### src/rtl/net_phase_cal.sv
// ---------------------------------------------------------------------------
// net_phase_cal -- RX sampling-phase calibration.
//
// Scans all RX sampling phases for a fixed window and counts sync hits per
// phase. It then picks the centre of the longest circular run of phases
// that saw enough hits, and locks onto that phase. While locked, it
// watches packet errors and sync loss, and rescans when either goes bad.
//
// Ports
//   clk           : single clock, rising edge
//   rst           : synchronous active-high reset
//   sync_hit      : per-phase sync detect pulses (bit p = phase p)
//   pkt_ok        : good packet on the current phase (pulse)
//   pkt_err       : bad packet on the current phase (pulse)
//   force_rescan  : request a new calibration (pulse)
//   phase_out     : selected phase, drives rx_phase_shift
//   locked        : high while LOCKED
//   scanning      : high while SCAN
//   relock_count  : successful SELECT->LOCKED transitions, saturates at 255
// ---------------------------------------------------------------------------
module net_phase_cal #(
    parameter int PHASES       = 6,
    parameter int DWELL        = 1024,
    parameter int MIN_HITS     = 4,
    parameter int ERR_LIMIT    = 8,
    parameter int LOSS_TIMEOUT = 65536
) (
    input  logic                      clk,
    input  logic                      rst,
    input  logic [PHASES-1:0]         sync_hit,
    input  logic                      pkt_ok,
    input  logic                      pkt_err,
    input  logic                      force_rescan,
    output logic [$clog2(PHASES)-1:0] phase_out,
    output logic                      locked,
    output logic                      scanning,
    output logic [7:0]                relock_count
);

    localparam int PW = $clog2(PHASES);
    localparam int HW = $clog2(DWELL + 1);
    localparam int WW = (DWELL > 1) ? $clog2(DWELL) : 1;
    localparam int EW = $clog2(ERR_LIMIT + 1);
    localparam int LW = $clog2(LOSS_TIMEOUT + 1);

    localparam logic [WW-1:0] WIN_LAST = WW'(DWELL - 1);

    typedef enum logic [1:0] {
        ST_SCAN,
        ST_SELECT,
        ST_LOCKED
    } state_t;

    typedef struct packed {
        logic          found;
        logic [PW-1:0] phase;
    } sel_t;

    state_t          r_state;
    state_t          w_state_next;
    logic            w_clear;
    logic [PHASES-1:0] w_qual;
    sel_t            w_sel;

    logic [WW-1:0]   r_win_cnt;
    logic [EW-1:0]   r_err_cnt;
    logic [EW-1:0]   w_err_next;
    logic            w_err_trip;
    logic [LW-1:0]   r_loss_cnt;
    logic [LW-1:0]   w_loss_next;
    logic            w_loss_trip;

    logic [PW-1:0]   r_phase;
    logic            r_locked;
    logic            r_scanning;
    logic [7:0]      r_relock;

    assign phase_out    = r_phase;
    assign locked       = r_locked;
    assign scanning     = r_scanning;
    assign relock_count = r_relock;

    // Longest circular run of qualifying phases; the lowest start wins ties.
    // The qualify vector is doubled so that a run may wrap past the top phase
    // without any modulo arithmetic.
    function automatic sel_t pick_phase(input logic [PHASES-1:0] qual);
        sel_t                res;
        logic [2*PHASES-1:0] dbl;
        logic [2*PHASES-1:0] tmp;
        logic                run;
        int                  len;
        int                  best_len;
        int                  best_start;
        int                  mid;
        res        = '0;
        dbl        = {qual, qual};
        best_len   = 0;
        best_start = 0;
        for (int s = 0; s < PHASES; s++) begin
            len = 0;
            run = 1'b1;
            for (int k = 0; k < PHASES; k++) begin
                tmp = dbl >> (s + k);
                if (run && tmp[0]) len++;
                else               run = 1'b0;
            end
            if (len > best_len) begin
                best_len   = len;
                best_start = s;
            end
        end
        if (best_len > 0) begin
            mid = best_start + (best_len - 1) / 2;
            if (mid >= PHASES) mid -= PHASES;
            res.found = 1'b1;
            res.phase = PW'(mid);
        end
        return res;
    endfunction

    assign w_sel = pick_phase(w_qual);

    // Error counter: err alone counts up, ok alone clears, both together hold.
    always_comb begin
        // NOTE: every combinational output gets a default first so no path
        // leaves it unassigned, which would otherwise infer a latch.
        w_err_next = r_err_cnt;
        if (pkt_err && !pkt_ok && (r_err_cnt != '1)) w_err_next = r_err_cnt + EW'(1);
        else if (pkt_ok && !pkt_err)                 w_err_next = '0;
    end

    assign w_err_trip  = (w_err_next >= EW'(ERR_LIMIT));
    assign w_loss_next = sync_hit[r_phase] ? '0 :
                         ((r_loss_cnt != '1) ? r_loss_cnt + LW'(1) : r_loss_cnt);
    assign w_loss_trip = (w_loss_next >= LW'(LOSS_TIMEOUT));

    // Next-state logic; force_rescan overrides every other transition.
    always_comb begin
        w_state_next = r_state;
        case (r_state)
            ST_SCAN:   if (r_win_cnt == WIN_LAST) w_state_next = ST_SELECT;
            ST_SELECT: w_state_next = w_sel.found ? ST_LOCKED : ST_SCAN;
            ST_LOCKED: if (w_err_trip || w_loss_trip) w_state_next = ST_SCAN;
            default:   w_state_next = ST_SCAN;
        endcase
        if (force_rescan) w_state_next = ST_SCAN;
    end

    // Entering SCAN, including a forced restart while already scanning.
    assign w_clear = (w_state_next == ST_SCAN) && ((r_state != ST_SCAN) || force_rescan);

    // Per-phase hit counters and qualification.
    for (genvar g = 0; g < PHASES; g++) begin : g_hit
        logic [HW-1:0] r_hit_cnt;

        // NOTE: these counters sit in a per-phase array but are ordinary
        // flops, so they are cleared by reset along with the rest of the state.
        always_ff @(posedge clk) begin
            if (rst || w_clear) begin
                r_hit_cnt <= '0;
            end else if ((r_state == ST_SCAN) && sync_hit[g] && (r_hit_cnt != '1)) begin
                r_hit_cnt <= r_hit_cnt + HW'(1);
            end
        end

        assign w_qual[g] = (r_hit_cnt >= HW'(MIN_HITS));
    end

    always_ff @(posedge clk) begin
        if (rst) begin
            r_state    <= ST_SCAN;
            r_win_cnt  <= '0;
            r_err_cnt  <= '0;
            r_loss_cnt <= '0;
            r_phase    <= '0;
            r_locked   <= 1'b0;
            r_scanning <= 1'b1;
            r_relock   <= '0;
        end else begin
            // NOTE: non-blocking assignments so every flop samples the
            // pre-edge values, independent of statement order.
            r_state    <= w_state_next;
            r_locked   <= (w_state_next == ST_LOCKED);
            r_scanning <= (w_state_next == ST_SCAN);
            if (w_clear) begin
                r_win_cnt  <= '0;
                r_err_cnt  <= '0;
                r_loss_cnt <= '0;
            end else begin
                case (r_state)
                    ST_SCAN: begin
                        if (r_win_cnt != WIN_LAST) r_win_cnt <= r_win_cnt + WW'(1);
                    end
                    ST_SELECT: begin
                        // Only reached with a qualifying run; the empty case
                        // goes back to SCAN through w_clear.
                        r_phase <= w_sel.phase;
                        if (r_relock != 8'hFF) r_relock <= r_relock + 8'd1;
                    end
                    ST_LOCKED: begin
                        r_err_cnt  <= w_err_next;
                        r_loss_cnt <= w_loss_next;
                    end
                    default: ;
                endcase
            end
        end
    end

endmodule

### config.mk
export PLATFORM = sky130hd
export DESIGN_NAME = net_phase_cal
export DESIGN_NICKNAME = d
export VERILOG_FILES = /design/src/rtl/net_phase_cal.sv
export SDC_FILE = /design/constraint.sdc
export NUM_CORES = 1
export LEC_CHECK = 0
export BUFFER_PORTS_ARGS = -buffer_cell sky130_fd_sc_hd__buf_2
export CORE_ASPECT_RATIO = 1.2
export CORE_MARGIN = 2
export CORE_UTILIZATION = 40
export CTS_BUF_LIST = sky130_fd_sc_hd__clkbuf_8
export DETAILED_ROUTE_END_ITERATION = 10
export GPL_TIMING_DRIVEN = 1
export SETUP_SLACK_MARGIN = 0.02
export SLEW_MARGIN = 0
export SYNTH_ARGS = -nofsm -noshare
export SYNTH_HDL_FRONTEND = slang
export SYNTH_SLANG_ARGS = --single-unit
### constraint.sdc
create_clock -name clk -period 15.5 [get_ports clk]
set_input_delay 0.775 -clock clk [delete_from_list [all_inputs] [get_ports clk]]
set_output_delay 0.775 -clock clk [all_outputs]
set_load 0.01 [all_outputs]
==> impl_metrics.ini <==
[outcome]
outcome = completed

[worst_setup_path]
crit_path_top_delay_cell = and3_1
cp-end-kind = register
r2r-start = g_hit[1].r_hit_cnt[7]$_SDFFE_PP0P_
cp.required_ns = 15.76
r2r_end = g_hit[4].r_hit_cnt[8]$_SDFFE_PP0P_
startpoint_type = register
crit_path_frequent_cell = ha_1
worstSetupPathType = register to register
crit_path_max_incr_delay_ns = 0.73
rr_worst_depth = 58
cp.arrival_ns = 14.02
reg2reg_slack_ns = 1.74
path_max_fanout = 47

[clocking]
htreeDepth = 3
post_cts_buffers = 0
root_buffer = clkbuf_8
cts.repair.resized = 0
ctsLongestPathBuffers = 2
cts_hold_buf = 0
cts_made_buffers = 9
clk_pin_slew_worst_paths_ns = 0.12
clkSinkCount = 112
clk_latency_ns = 0.38
cts_tree = built

[layout]
num_antenna_cells = 0
nNetsFinal = 1119
drive_gt1_share_pct = 8.99
syn_to_final_growth_pct = 7.48
fillers = 2003

[yosys]
synthesis.instances = 1012
synth_flop_cell = dfxtp_1
ys_seq_area_share_pct = 27.8
synth_top_cell_area_share_pct = 27.8
syn_area_per_cell_um2 = 7.97
yosysUniqueCellTypes = 86
synth_area_um2 = 8070
synth_edf_count = 0
async_flop_share_pct = 0
synth_seq_cells = 112
synth_top_area_cell = dfxtp_1
netlist_top_cells_area = dfxtp_1 28%, ha_1 10%, nor2_1 8.7%
ys_warn_count = 0

[power]
ir_drop_uv = 58.4
p_comb_share_pct = 25.9
power.density_nw_per_um2 = 74.3
switching_power_uw = 212
p_clk_share_pct = 29.0
p_int_uw = 432
swShare_pct = 32.9
seqPwrFrac_pct = 45.1
p_leak_nw = 3.46

[sta]
setup_ws_ns = 1.74
setup_tns_ns = 0
fmax_ghz = 0.0727
grt_setup_unrepaired = false
finClkSkew_ns = 0.0119
slew_violations = 0
fin_crit_ns = 13.76
worstMarginPinSlew_ns = 0.852
setup_violations = 0
hold_viol = 0
finalCritPeriodShare_pct = 88.7
maxSlewHeadroom_pct = 43.0

[global_route]
overflow = 0
grt.total_usage_pct = 16.4
grt_pass1_wl_um = 29900
grt_max_degree = 48
antenna_found_initial = 0
grt_pass1_vias = 6455

[place]
io_buffer_count = 23
gp_congestion = 0.861
dpl.hpwl_um = 13000
dp_slack_ns = 1.93

[drt]
dr.pass1.iters = 4
drt_wl_total_um = 16900
drc = 0
drt_first_iter_violations = 344
ant_nets = 0
vias_per_cell = 5.17
wl_per_cell_um = 12.9
via_count = 6756

[floorplanning]
dieArea_um2 = 21300
num_rows = 56
fp.dieW_um = 134
fp.dieH_um = 160
ios = 24
coreArea_um2 = 19700
initial_utilization_pct = 41.0

[hold_path]
min_path_cells = 2
worstHoldStart = r_loss_cnt[16]$_SDFFE_PP0N_
hold_end = r_loss_cnt[16]$_SDFFE_PP0N_
holdCritPathClass = register to register

[run]
cap_violations = 0
layer usage:
layer  part of all wire [%]  track usage [%]  up-vias
li1                       -                -     3562
met2                     47             26.8       86
met3                    2.1             1.62       18
met5                      0                0        -
met1                     50             22.6     3090
met4                    1.6             5.32        0
flip-flops by register name, summed over array words and instances (netlist names):
name and flops:
r_err_cnt 4, scanning 1, locked 1, r_state 2
r_win_cnt 10, relock_count 8, r_loss_cnt 17, g_hit.r_hit_cnt 66
phase_out 3
how the worst max path moves through the flow:
stage	from	to	depth (start not counted)
global route	g_hit[1].r_hit_cnt[7]$_SDFFE_PP0P_	r_loss_cnt[11]$_SDFFE_PP0N_	56
CTS	g_hit[1].r_hit_cnt[7]$_SDFFE_PP0P_	r_loss_cnt[9]$_SDFFE_PP0N_	56
global placement	g_hit[1].r_hit_cnt[7]$_SDFFE_PP0P_	r_loss_cnt[1]$_SDFFE_PP0N_	56
finish	g_hit[1].r_hit_cnt[7]$_SDFFE_PP0P_	g_hit[4].r_hit_cnt[8]$_SDFFE_PP0P_	58
floorplan	g_hit[1].r_hit_cnt[7]$_SDFFE_PP0P_	phase_out[2]$_SDFFE_PP0P_	60
detailed placement	g_hit[1].r_hit_cnt[7]$_SDFFE_PP0P_	r_loss_cnt[3]$_SDFFE_PP0N_	57
placed cells by master, fill, tap and decap left out, types with 9 or more instances in the layout:
| cell type | netlist | routed |
|---|---|---|
| inv_1 | 45 | 45 |
| and3_1 | 30 | 30 |
| dfxtp_1 | 112 | 112 |
| nand4_1 | 24 | 24 |
| nor3_1 | 21 | 21 |
| mux2i_1 | 14 | 14 |
| xnor2_1 | 56 | 56 |
| xor2_1 | 44 | 44 |
| nor2_1 | 188 | 187 |
| ha_1 | 65 | 65 |
| clkbuf_8 | 0 | 9 |
| a21oi_1 | 47 | 47 |
| o21ai_0 | 17 | 17 |
| a21o_1 | 15 | 15 |
| a31oi_1 | 12 | 12 |
| buf_2 | 12 | 23 |
| nand3_1 | 40 | 40 |
| nand2_1 | 105 | 105 |
| conb_1 | 2 | 19 |
cell usage after synthesis (5+ instances only):
cell and instances:
nor4_4 5, xnor2_1 56, dfxtp_1 112, a31oi_1 12, nand3_1 40, mux2i_1 14, o21ai_0 17, xor2_1 44
a21oi_1 47, nand2_1 105, nor4_1 6, ha_1 65, buf_2 12, o211ai_1 5, nor3_1 21, and2_1 6
a41oi_1 6, a21o_1 15, clkbuf_1 8, nor2b_1 6, a211oi_1 6, inv_1 45, o21a_1 7, and3_1 30
nor2_1 188, nand4_1 24
kinds of logic after synthesis:
logic type / Yosys count / synth area share, %
and+or+nand+nor: 475 / 29.0
AOI/OAI and AO/OA: 166 / 15.2
DFF: 112 / 27.8
xor gates and xnor gates: 102 / 11.3
buffers and inverters: 72 / 3.91
adders and majority gates: 67 / 10.6
muxes: 16 / 2.16
other: 2 / 0.0931
worst max-delay path, delay by kind of cell, from the launching register on:
family,cells,cell delay (ns)
and+or+nand+nor,19,3.89
DFF,1,0.36
AOI/OAI and AO/OA,26,5.93
buffers and inverters,2,0.46
xor gates and xnor gates,1,0.16
adders and majority gates,9,2.51
muxes,1,0.24
metrics by stage:
stage	total power, mW	instance area, µm²	hold WS (ns)	util, %	cells
global route	0.687	8670	0.515	44.0	1307
floorplan	0.428	8130	0.454	-	1029
detailed placement	0.460	8460	0.483	43.0	1291
finish	0.644	8670	0.503	44.0	1307
CTS	0.650	8670	0.509	44.0	1307
global placement	0.460	8460	0.473	43.0	1291
layout make-up:
type,count,area [µm²],area share (%)
Tap cell,261,327,3.77
Clock inverter,7,86.3,0.996
Multi-Input combinational cell,845,5580,64.4
Sequential cell,112,2240,25.9
Inverter,48,180,2.08
Timing Repair Buffer,25,130,1.50
Clock buffer,9,124,1.43
power by group through the flow:
stage	combinational (mW)	sequential, mW	clock (mW)
after CTS	0.165	0.291	0.194
final	0.167	0.291	0.187
after floorplan	0.131	0.297	0
after detailed placement	0.163	0.297	0
after global placement	0.163	0.297	0
after global routing	0.191	0.291	0.205
(Power assumes the default switching activity.)
